File: src/rtl/fc_layer_sequencer_if.sv
// Datapath-side bus between the dense-layer sequencer and the memories, MAC and quantizer.
// The sequencer drives through master; the datapath answers quant_ok through slave.
interface fc_layer_sequencer_if #(
    parameter int FEAT_AW = 10,
    parameter int WGT_AW  = 13,
    parameter int RES_AW  = 4
);
    logic               mem_rd_en;
    logic [FEAT_AW-1:0] feat_addr;
    logic [WGT_AW-1:0]  wgt_addr;
    logic               mac_clr;
    logic               mac_en;
    logic               mac_last;
    logic               quant_start;
    logic               quant_ok;
    logic               res_we;
    logic [RES_AW-1:0]  res_addr;

    modport master (
        output mem_rd_en, feat_addr, wgt_addr,
        output mac_clr, mac_en, mac_last,
        output quant_start, res_we, res_addr,
        input  quant_ok
    );

    modport slave (
        input  mem_rd_en, feat_addr, wgt_addr,
        input  mac_clr, mac_en, mac_last,
        input  quant_start, res_we, res_addr,
        output quant_ok
    );
endinterface

File: src/rtl/fc_layer_sequencer.sv
// Walks every output neuron of the dense layer: clear, stream feature/weight reads,
// drain the MAC pipeline, run the quantizer and store one result per neuron.
//
// state  | meaning
// IDLE   | waiting for start
// CLEAR  | accumulator clear pulse
// FETCH  | NUM_IN feature/weight reads
// DRAIN  | RD_LAT+MAC_LAT cycles for the last product to settle
// QSTART | quantizer launch pulse
// QWAIT  | waiting for quant_ok, bounded by TIMEOUT
// WRITE  | result write for neuron n
// DONE   | completion pulse
module fc_layer_sequencer #(
    parameter int NUM_IN  = 507,
    parameter int NUM_OUT = 10,
    parameter int RD_LAT  = 1,
    parameter int MAC_LAT = 2,
    parameter int TIMEOUT = 255,
    parameter int FEAT_AW = 10,
    parameter int WGT_AW  = 13,
    parameter int RES_AW  = 4
) (
    input  logic clk,
    input  logic rst,
    input  logic start,
    output logic busy,
    output logic done,
    output logic err,
    fc_layer_sequencer_if.master bus
);
    localparam logic [2:0] S_IDLE   = 3'd0;
    localparam logic [2:0] S_CLEAR  = 3'd1;
    localparam logic [2:0] S_FETCH  = 3'd2;
    localparam logic [2:0] S_DRAIN  = 3'd3;
    localparam logic [2:0] S_QSTART = 3'd4;
    localparam logic [2:0] S_QWAIT  = 3'd5;
    localparam logic [2:0] S_WRITE  = 3'd6;
    localparam logic [2:0] S_DONE   = 3'd7;

    localparam int DRAIN_LEN = RD_LAT + MAC_LAT;
    localparam int T_MAX     = (TIMEOUT > DRAIN_LEN) ? TIMEOUT : DRAIN_LEN;
    localparam int TW        = $clog2(T_MAX + 1);

    localparam logic [TW-1:0]      DRAIN_LOAD = TW'(DRAIN_LEN - 1);
    localparam logic [TW-1:0]      QWAIT_LOAD = TW'(TIMEOUT - 1);
    localparam logic [FEAT_AW-1:0] LAST_I     = FEAT_AW'(NUM_IN - 1);
    localparam logic [FEAT_AW-1:0] PENULT_I   = FEAT_AW'((NUM_IN > 1) ? NUM_IN - 2 : 0);
    localparam logic [RES_AW-1:0]  LAST_N     = RES_AW'(NUM_OUT - 1);
    localparam logic [WGT_AW-1:0]  WGT_STEP   = WGT_AW'(NUM_IN);

    logic [2:0]         state;
    logic [TW-1:0]      timer;
    logic [WGT_AW-1:0]  wgt_base;
    logic               mem_rd_en;
    logic               rd_last;
    logic [FEAT_AW-1:0] feat_addr;
    logic [WGT_AW-1:0]  wgt_addr;
    logic               mac_clr;
    logic               quant_start;
    logic               res_we;
    logic [RES_AW-1:0]  n_idx;
    logic [RD_LAT-1:0]  en_pipe;
    logic [RD_LAT-1:0]  last_pipe;

    always_ff @(posedge clk) begin
        if (rst) begin
            state       <= S_IDLE;
            timer       <= '0;
            wgt_base    <= '0;
            mem_rd_en   <= 1'b0;
            rd_last     <= 1'b0;
            feat_addr   <= '0;
            wgt_addr    <= '0;
            mac_clr     <= 1'b0;
            quant_start <= 1'b0;
            res_we      <= 1'b0;
            n_idx       <= '0;
            busy        <= 1'b0;
            done        <= 1'b0;
            err         <= 1'b0;
        end else begin
            mem_rd_en   <= 1'b0;
            rd_last     <= 1'b0;
            mac_clr     <= 1'b0;
            quant_start <= 1'b0;
            res_we      <= 1'b0;
            done        <= 1'b0;
            case (state)
                S_IDLE: begin
                    if (start) begin
                        state    <= S_CLEAR;
                        n_idx    <= '0;
                        wgt_base <= '0;
                        err      <= 1'b0;
                        busy     <= 1'b1;
                        mac_clr  <= 1'b1;
                    end
                end
                S_CLEAR: begin
                    state     <= S_FETCH;
                    mem_rd_en <= 1'b1;
                    rd_last   <= (NUM_IN == 1);
                    feat_addr <= '0;
                    wgt_addr  <= wgt_base;
                end
                S_FETCH: begin
                    if (feat_addr == LAST_I) begin
                        state <= S_DRAIN;
                        timer <= DRAIN_LOAD;
                    end else begin
                        mem_rd_en <= 1'b1;
                        rd_last   <= (feat_addr == PENULT_I);
                        feat_addr <= feat_addr + 1'b1;
                        wgt_addr  <= wgt_addr + 1'b1;
                    end
                end
                S_DRAIN: begin
                    if (timer == '0) begin
                        state       <= S_QSTART;
                        quant_start <= 1'b1;
                    end else begin
                        timer <= timer - 1'b1;
                    end
                end
                S_QSTART: begin
                    state <= S_QWAIT;
                    timer <= QWAIT_LOAD;
                end
                // quant_ok is only honoured here, so stray pulses elsewhere are harmless
                S_QWAIT: begin
                    if (bus.quant_ok) begin
                        state  <= S_WRITE;
                        res_we <= 1'b1;
                    end else if (timer == '0) begin
                        state <= S_DONE;
                        err   <= 1'b1;
                        done  <= 1'b1;
                    end else begin
                        timer <= timer - 1'b1;
                    end
                end
                S_WRITE: begin
                    if (n_idx == LAST_N) begin
                        state <= S_DONE;
                        done  <= 1'b1;
                    end else begin
                        state    <= S_CLEAR;
                        n_idx    <= n_idx + 1'b1;
                        wgt_base <= wgt_base + WGT_STEP;
                        mac_clr  <= 1'b1;
                    end
                end
                S_DONE: begin
                    state <= S_IDLE;
                    busy  <= 1'b0;
                end
                default: begin
                    state <= S_IDLE;
                    busy  <= 1'b0;
                end
            endcase
        end
    end

    // Read strobe delayed by the memory latency marks when product data is valid.
    always_ff @(posedge clk) begin
        if (rst) begin
            en_pipe   <= '0;
            last_pipe <= '0;
        end else begin
            en_pipe[0]   <= mem_rd_en;
            last_pipe[0] <= rd_last;
            for (int k = 1; k < RD_LAT; k++) begin
                en_pipe[k]   <= en_pipe[k-1];
                last_pipe[k] <= last_pipe[k-1];
            end
        end
    end

    assign bus.mem_rd_en   = mem_rd_en;
    assign bus.feat_addr   = feat_addr;
    assign bus.wgt_addr    = wgt_addr;
    assign bus.mac_clr     = mac_clr;
    assign bus.mac_en      = en_pipe[RD_LAT-1];
    assign bus.mac_last    = last_pipe[RD_LAT-1];
    assign bus.quant_start = quant_start;
    assign bus.res_we      = res_we;
    assign bus.res_addr    = n_idx;
endmodule
File: src/flat_wrapper.sv
// flat-port wrapper written by rule: the top's interface ports become plain ports
module fc_layer_sequencer_flat 
#(
    parameter int NUM_IN  = 507,
    parameter int NUM_OUT = 10,
    parameter int RD_LAT  = 1,
    parameter int MAC_LAT = 2,
    parameter int TIMEOUT = 255,
    parameter int FEAT_AW = 10,
    parameter int WGT_AW  = 13,
    parameter int RES_AW  = 4
)
  (clk, rst, start, busy, done, err, bus_mem_rd_en, bus_feat_addr, bus_wgt_addr, bus_mac_clr, bus_mac_en, bus_mac_last, bus_quant_start, bus_res_we, bus_res_addr, bus_quant_ok);
  fc_layer_sequencer_if #(.FEAT_AW(FEAT_AW), .WGT_AW(WGT_AW), .RES_AW(RES_AW)) bus_i ();
  input  logic clk;
  input  logic rst;
  input  logic start;
  output logic busy;
  output logic done;
  output logic err;
  output wire logic [$bits(bus_i.mem_rd_en)-1:0] bus_mem_rd_en;
  output wire logic [$bits(bus_i.feat_addr)-1:0] bus_feat_addr;
  output wire logic [$bits(bus_i.wgt_addr)-1:0] bus_wgt_addr;
  output wire logic [$bits(bus_i.mac_clr)-1:0] bus_mac_clr;
  output wire logic [$bits(bus_i.mac_en)-1:0] bus_mac_en;
  output wire logic [$bits(bus_i.mac_last)-1:0] bus_mac_last;
  output wire logic [$bits(bus_i.quant_start)-1:0] bus_quant_start;
  output wire logic [$bits(bus_i.res_we)-1:0] bus_res_we;
  output wire logic [$bits(bus_i.res_addr)-1:0] bus_res_addr;
  input wire logic [$bits(bus_i.quant_ok)-1:0] bus_quant_ok;
  assign bus_mem_rd_en = bus_i.mem_rd_en;
  assign bus_feat_addr = bus_i.feat_addr;
  assign bus_wgt_addr = bus_i.wgt_addr;
  assign bus_mac_clr = bus_i.mac_clr;
  assign bus_mac_en = bus_i.mac_en;
  assign bus_mac_last = bus_i.mac_last;
  assign bus_quant_start = bus_i.quant_start;
  assign bus_res_we = bus_i.res_we;
  assign bus_res_addr = bus_i.res_addr;
  assign bus_i.quant_ok = bus_quant_ok;
  fc_layer_sequencer #(.NUM_IN(NUM_IN), .NUM_OUT(NUM_OUT), .RD_LAT(RD_LAT), .MAC_LAT(MAC_LAT), .TIMEOUT(TIMEOUT), .FEAT_AW(FEAT_AW), .WGT_AW(WGT_AW), .RES_AW(RES_AW)) u_core (.clk(clk), .rst(rst), .start(start), .busy(busy), .done(done), .err(err), .bus(bus_i));
endmodule
File: config.mk
export PLATFORM = sky130hd
export DESIGN_NAME = fc_layer_sequencer_flat
export DESIGN_NICKNAME = d
export VERILOG_FILES = /design/src/rtl/fc_layer_sequencer_if.sv /design/src/rtl/fc_layer_sequencer.sv /design/src/flat_wrapper.sv
export SDC_FILE = /design/constraint.sdc
export NUM_CORES = 1
export LEC_CHECK = 0
export BUFFER_PORTS_ARGS = -buffer_cell sky130_fd_sc_hd__buf_2
export CORE_ASPECT_RATIO = 1.5
export CORE_MARGIN = 4
export CORE_UTILIZATION = 45
export CTS_CLUSTER_SIZE = 16
export DETAILED_ROUTE_END_ITERATION = 8
export PLACE_DENSITY = 0.73
export SETUP_SLACK_MARGIN = 0.02
export SKIP_LAST_GASP = 1
export SYNTH_ARGS = -nofsm -noshare
export SYNTH_HDL_FRONTEND = slang
export SYNTH_SLANG_ARGS = --single-unit
File: constraint.sdc
create_clock -name clk -period 4.4 [get_ports clk]
set_clock_uncertainty 0.15 [all_clocks]
set_input_delay 0.88 -clock clk [delete_from_list [all_inputs] [get_ports clk]]
set_output_delay 0.88 -clock clk [all_outputs]
set_load 0.05 [all_outputs]
### Word level (Yosys, flattened, before mapping)

Index checks and enable logic that the tools add are counted.

* $add $sub $neg: 5
* $mul: 0
* div/mod/pow operators: 0
* order comparisons: 0
* equal/unequal tests: 18
* shift-type cells: 0
* muxes and demuxes: 37
* bitwise logic cells: 3
* reductions and logical operators: 16

Operator list (count)
* $pmux 13 s2: 2
* $mux 13: 3
* $pmux 8 s4: 1
* $mux 8: 3
* $pmux 3 s8: 1
* $eq 10x9->1 const B: 2
* $pmux 10 s2: 1
* $mux 3: 6
* $add 13x1->13 const B: 1
* $add 13x9->13 const B: 1
* $eq 3x3->1 const B: 4
* $mux 1: 11
* $add 10x1->10 const B: 1
* $mux 10: 1
* $pmux 1 s2: 5
* $logic_not 8->1: 1
* $mux 4: 2
* $ne 2x2->1 const B: 4
* $pmux 4 s2: 1
* $reduce_and 4->1: 2
* $reduce_bool 2->1: 4
* $sub 8x1->8 const B: 1
* $eq 3x2->1 const B: 2
* $ne 2x1->1 const B: 3
* 11 further kinds: 16

* bits in registers: 61
* bits in latches: 0
* bits in writable memories: 0
* bits in read-only memories: 0
* memories kept: 0

### Longest topological paths before layout

* depth in word-level cells: 4
* mapped depth: 9
* depth with buffers taken out: 7

### Worst setup path before layout

Ideal clock, no wire load.

* path kind: register to register
* start point: register u_core.feat_addr[0], in the netlist u_core.bus.feat_addr[0]
* end point: register u_core.feat_addr[7], in the netlist u_core.bus.feat_addr[7]
* data arrival time: 2.178 ns
* required time: 4.185 ns
* slack: 2.007 ns
* stages on the path, launching flop included: 8
* cells stage by stage: dfxtp_1 -> inv_1 -> ha_1 -> or4b_4 -> a31oi_4 -> nand3_1 -> xor2_1 -> nor2_1

* longest elaborated chain between the ends: 3
* elaborated cells between the ends (all ways): 6

RTL lines
* start: declaration: RTL line fc_layer_sequencer.sv:56 `logic [FEAT_AW-1:0] feat_addr;`
* start signal: assignment: RTL line fc_layer_sequencer.sv:113 `feat_addr <= feat_addr + 1'b1;`
* $add 10x1->10 / $eq 10x9->1 (equally long branches): RTL line fc_layer_sequencer.sv:113, fc_layer_sequencer.sv:107
* $mux 10 / $ne 2x2->1 (equally long branches)
* $pmux 10 s2 / $reduce_and 2->1 (equally long branches)

Several ways; a longest one is shown, not always the timed one. The select of a mux whose other input is x is not followed.
A chain may end at the register's enable or synchronous reset.

### Worst setup path in the final report

* start point: register u_core.state[0]
* end point: register u_core.timer[4]

* longest elaborated chain between the ends: 3
* elaborated cells between the ends (all ways): 9

RTL lines
* start: declaration: RTL line fc_layer_sequencer.sv:51 `logic [2:0] state;`
* start signal: assignment: RTL line fc_layer_sequencer.sv:67 `state <= S_IDLE;`
* start signal: assignment: RTL line fc_layer_sequencer.sv:91 `state <= S_CLEAR;`
* start signal: assignment: RTL line fc_layer_sequencer.sv:100 `state <= S_FETCH;`
* $eq 3x2->1 / $eq 3x3->1 (equally long branches): RTL line fc_layer_sequencer.sv:88 `case (state)`
* $ne 2x1->1 (no source line) (tied with other cells)
* $reduce_and 3->1 (no source line)
* end signal: assignment: RTL line fc_layer_sequencer.sv:122 `timer <= timer - 1'b1;`
* end signal: assignment: RTL line fc_layer_sequencer.sv:139 `timer <= timer - 1'b1;`
* end: declaration: RTL line fc_layer_sequencer.sv:52 `logic [TW-1:0] timer;`

Several ways; a longest one is shown, not always the timed one.

==> impl_summary.md <==
Global route
The met3 usage is 0.04538. The via count of the first global-routing pass is 2631. The maximum number of pins on one net before global-route repair is 38.

The met1 track demand over resource is 0.1896. The final global-route overflow total is 0. The routing layer with the top usage in global route is met2. The aggregate global-route resource usage is 0.1715. The global-route wire length before repair is 12070 um.

The global routing usage on met2 is 0.2992. The number of antenna violations at the first check in global routing is 0.

Logic synthesis
After synthesis the cells add up to 3314 um^2. For this run, the number of Yosys warnings is 0. The sequential cell area fraction in the yosys report is 0.3684. The synthesis-stage register bit count is 61.

The async set-reset flop share out of synthesis is 0. Counting flops with a built-in enable in the synthesized netlist gives 0. The instance count of the mapped netlist is 392. A synthesized cell averages 8.455 um^2. The dominant synthesized flop cell is dfxtp_1. Synthesis instantiated 63 different standard cells from the library. The post-synthesis net count is 405.

Floorplanning
The number of I/O pins is 40. The effective utilization at floorplan is 0.4586. From bottom edge to top edge, the die measures 113.1 um. The floorplan step set the die width to 78.08 um. Row generation in the floorplan step produced 38 rows. The placeable core region is 7227 um^2. The floorplan step defined a die boundary enclosing 8831 um^2.

STA
The sum of negative setup slack is 0 ns. The number of hold-slack violations in the final timing report came to 0. The fmax is 0.3764 GHz. The number of setup violations in the final report is 0.

At the pin with the least slew margin, the transition time is 1.200 ns. Dividing the final minimum period by the clock period gives 0.6038. Measured against its own limit, the worst slew margin works out to 0.2002. The number of pins exceeding their max-slew limit in the final report was 0. Setup repair after global routing left no endpoint under its margin. Counting I/O delays and the setup requirement, the final critical path takes 2.657 ns.

Clock network
The clock tree root driver cell is clkbuf_8. The number of H-tree levels is 3. The CTS tree is done.

After clock tree synthesis, the clock-pin slew on the worst setup and hold paths is 0.06 ns. The number of gates resized after CTS was 0. Counting every sink on the clock net gives 61. The maximum root-to-sink buffer count is 2.

The count of hold-fix buffers inserted at cts is 0. The source-to-sink clock delay at the later pin of the worst-skew pair is 0.35 ns. Counting the buffers created by CTS gives 9. The post-CTS setup buffer count is 0.

Routing
Dividing the detail-routed via count by the number of cells gives 5.428. The count of unresolved DRC violations after routing is 0. The total iterations of the first detailed-routing run is 4. For this block, the via count after detailed routing is 2855. The average routed wire per standard cell is 13.76 um. The final layout contains routed wiring with a total length of 7237 um.

The detail route stage leaves a number of antenna-violating nets equal to 0. For this block, the initial DRC count from the detailed router was 217.

Placed design
Routability-driven placement finished with a final weighted congestion of 0.8020. The final HPWL from detailed placement is 5117 um. The number of cells in the design after placement is 512. During placement, the flow inserted port buffers numbering 39.

Power and ir drop
The switching power total is 0.5397 mW. The leakage dissipation is 1.425 nW. The share of total power dissipated in combinational logic is 0.277.

Summing internal, switching and leakage power gives 1.502 mW. The relative contribution of sequential cells to total power is 0.434. The net switching fraction of the power is 0.3594. The maximum resistive drop on vdd is 0.1841 mV. The share of total power dissipated in the clock network is 0.289. The internal power of the cells totals 0.9619 mW. Power spread over the standard cell area amounts to 411.4 nW/um^2.

Setup path
The largest fanout on the critical path is 37. The required time of the critical path is 4.50 ns. The register-to-register setup slack is 1.74 ns. STA classifies the critical path startpoint as a register. At the worst endpoint, the arrival time is 2.76 ns.

For the worst flop-to-flop path, the logic depth is 4. The setup path with the least slack is of type reg -> reg. The sort of element at the end of the critical path is a register.

Final layout
The area growth from synthesis to layout is 10.12%. Leaving out filler cells and counting taps, the final layout contains 526. The antenna cell count is 0. Of the cells placed in the final design, the portion with a size suffix greater than 1 is 0.1995.

The final layout contains 436 nets. For this run, the share of the core covered by cells in the final layout is 0.5050.

Job
The tool flagged a number of max-cap violations equal to 0.

Min path
The path type of the worst min-delay path is reg -> reg. Counting instances, the worst hold path has a depth of 1.

Run status
The flow ran to the end, and the final reports show no timing, DRC or antenna violations.
flip-flops by register name, summed over array words and instances, names as in the netlist:
signal and flops:
u_core.bus.quant_start 1, u_core.rd_last 1, u_core.state 3, u_core.err 1, u_core.busy 1, u_core.bus.mem_rd_en 1, u_core.wgt_base 13, u_core.bus.res_addr 4
u_core.bus.mac_en 1, u_core.bus.wgt_addr 13, u_core.bus.feat_addr 10, u_core.timer 8, u_core.bus.res_we 1, u_core.bus.mac_last 1, u_core.bus.mac_clr 1, u_core.done 1
metal layers:
metal  wire [um]  share of wire  up-vias
met5           0              0        -
met4         171          0.024        0
met3         270          0.037       13
met2        3792           0.52       61
met1        3002           0.41     1342
li1            -              -     1439
critical path, cell delays in order, from the launching register on:
cell and delay, ns:
dfxtp_1 0.69, or3b_1 1.00, a21o_1 0.30, nand2_1 0.10, o41ai_2 0.31
kinds of logic after synthesis:
| group | synth area share |
|---|---|
| adders and majority gates | 0.03398 |
| DFF | 0.3684 |
| xor gates and xnor gates | 0.05813 |
| muxes | 0.006417 |
| buffers and inverters | 0.05776 |
| AOI/OAI and AO/OA | 0.2001 |
| and+or+nand+nor | 0.2752 |
path summary, 6_finish.rpt:
check,start,end
setup reg to reg,u_core.state[0],u_core.timer[4]
hold / removal,u_core.rd_last,u_core.bus.mac_last
hold reg to reg,u_core.rd_last,u_core.bus.mac_last
setup / recovery,u_core.state[0],u_core.timer[4]
cell usage in the layout, fill, tap and decap left out, types with 3 or more instances in the layout:
master,instances
nor2_1,57
o21ai_2,6
a311oi_1,3
o31ai_1,9
a211oi_1,4
nor3b_1,3
a21oi_2,6
nand3_1,20
nand2b_1,10
ha_1,9
inv_1,9
xnor2_1,6
a31oi_1,5
nand2_1,36
a21oi_1,27
dfxtp_1,61
and2_1,5
nor3_1,5
nor2b_1,7
and3_1,3
or2_2,3
o21ai_0,14
nand4_1,6
buf_2,39
clkbuf_8,11
a21o_1,3
xor2_1,16
cells in the mapped netlist (all sizes together) (2+ instances only):
master | n | area share
or4 | 2 | 0.0057
and2 | 5 | 0.0094
nand3 | 20 | 0.030
clkbuf | 9 | 0.016
a22o | 3 | 0.0083
a21o | 5 | 0.012
ha | 9 | 0.034
and3 | 3 | 0.0057
nand2 | 36 | 0.041
xnor2 | 6 | 0.016
a21oi | 33 | 0.057
a311oi | 3 | 0.0079
inv | 9 | 0.010
a211oi | 4 | 0.0091
buf | 11 | 0.031
o21ai | 21 | 0.039
nand4b | 2 | 0.0053
nor3b | 3 | 0.0068
or3b | 3 | 0.0079
xor2 | 16 | 0.042
nor2 | 57 | 0.065
a31oi | 6 | 0.016
and4 | 2 | 0.0053
dfxtp | 61 | 0.37
nor2b | 7 | 0.013
nand4 | 7 | 0.015
nand2b | 10 | 0.019
nand3b | 2 | 0.0045
nor4 | 2 | 0.0083
o31ai | 9 | 0.020
nor3 | 7 | 0.014
or2 | 3 | 0.0057
o41ai | 2 | 0.013
power by group through the flow:
stage               registers [mW]  logic, mW  clock network [mW]
global placement             0.661      0.407                   0
floorplan                    0.692      0.336                   0
global route                 0.660      0.459               0.471
detailed placement           0.663      0.414                   0
CTS                          0.651      0.417               0.447
finish                       0.652      0.416               0.434
final cells by class:
type                            count  area (um^2)
Sequential cell                    61         1221
Inverter                            9        33.78
Clock inverter                      2        10.01
Multi-Input combinational cell    302         1902
Fill cell                         735         3577
Clock buffer                       12        155.1
Timing Repair Buffer               40        202.7
Tap cell                          100        125.1
metrics by stage:
step / hold slack, ns / worst slack [ns] / cell area [um^2]
after floorplan: 0.2638 / 2.007 / 3314
after global placement: 0.2692 / 1.828 / 3485
after detailed placement: 0.2879 / 1.761 / 3485
after CTS: 0.3032 / 1.736 / 3650
after global routing: 0.3240 / 1.560 / 3650
final: 0.2941 / 1.743 / 3650
Note: power is estimated with default switching activity, not from simulation.
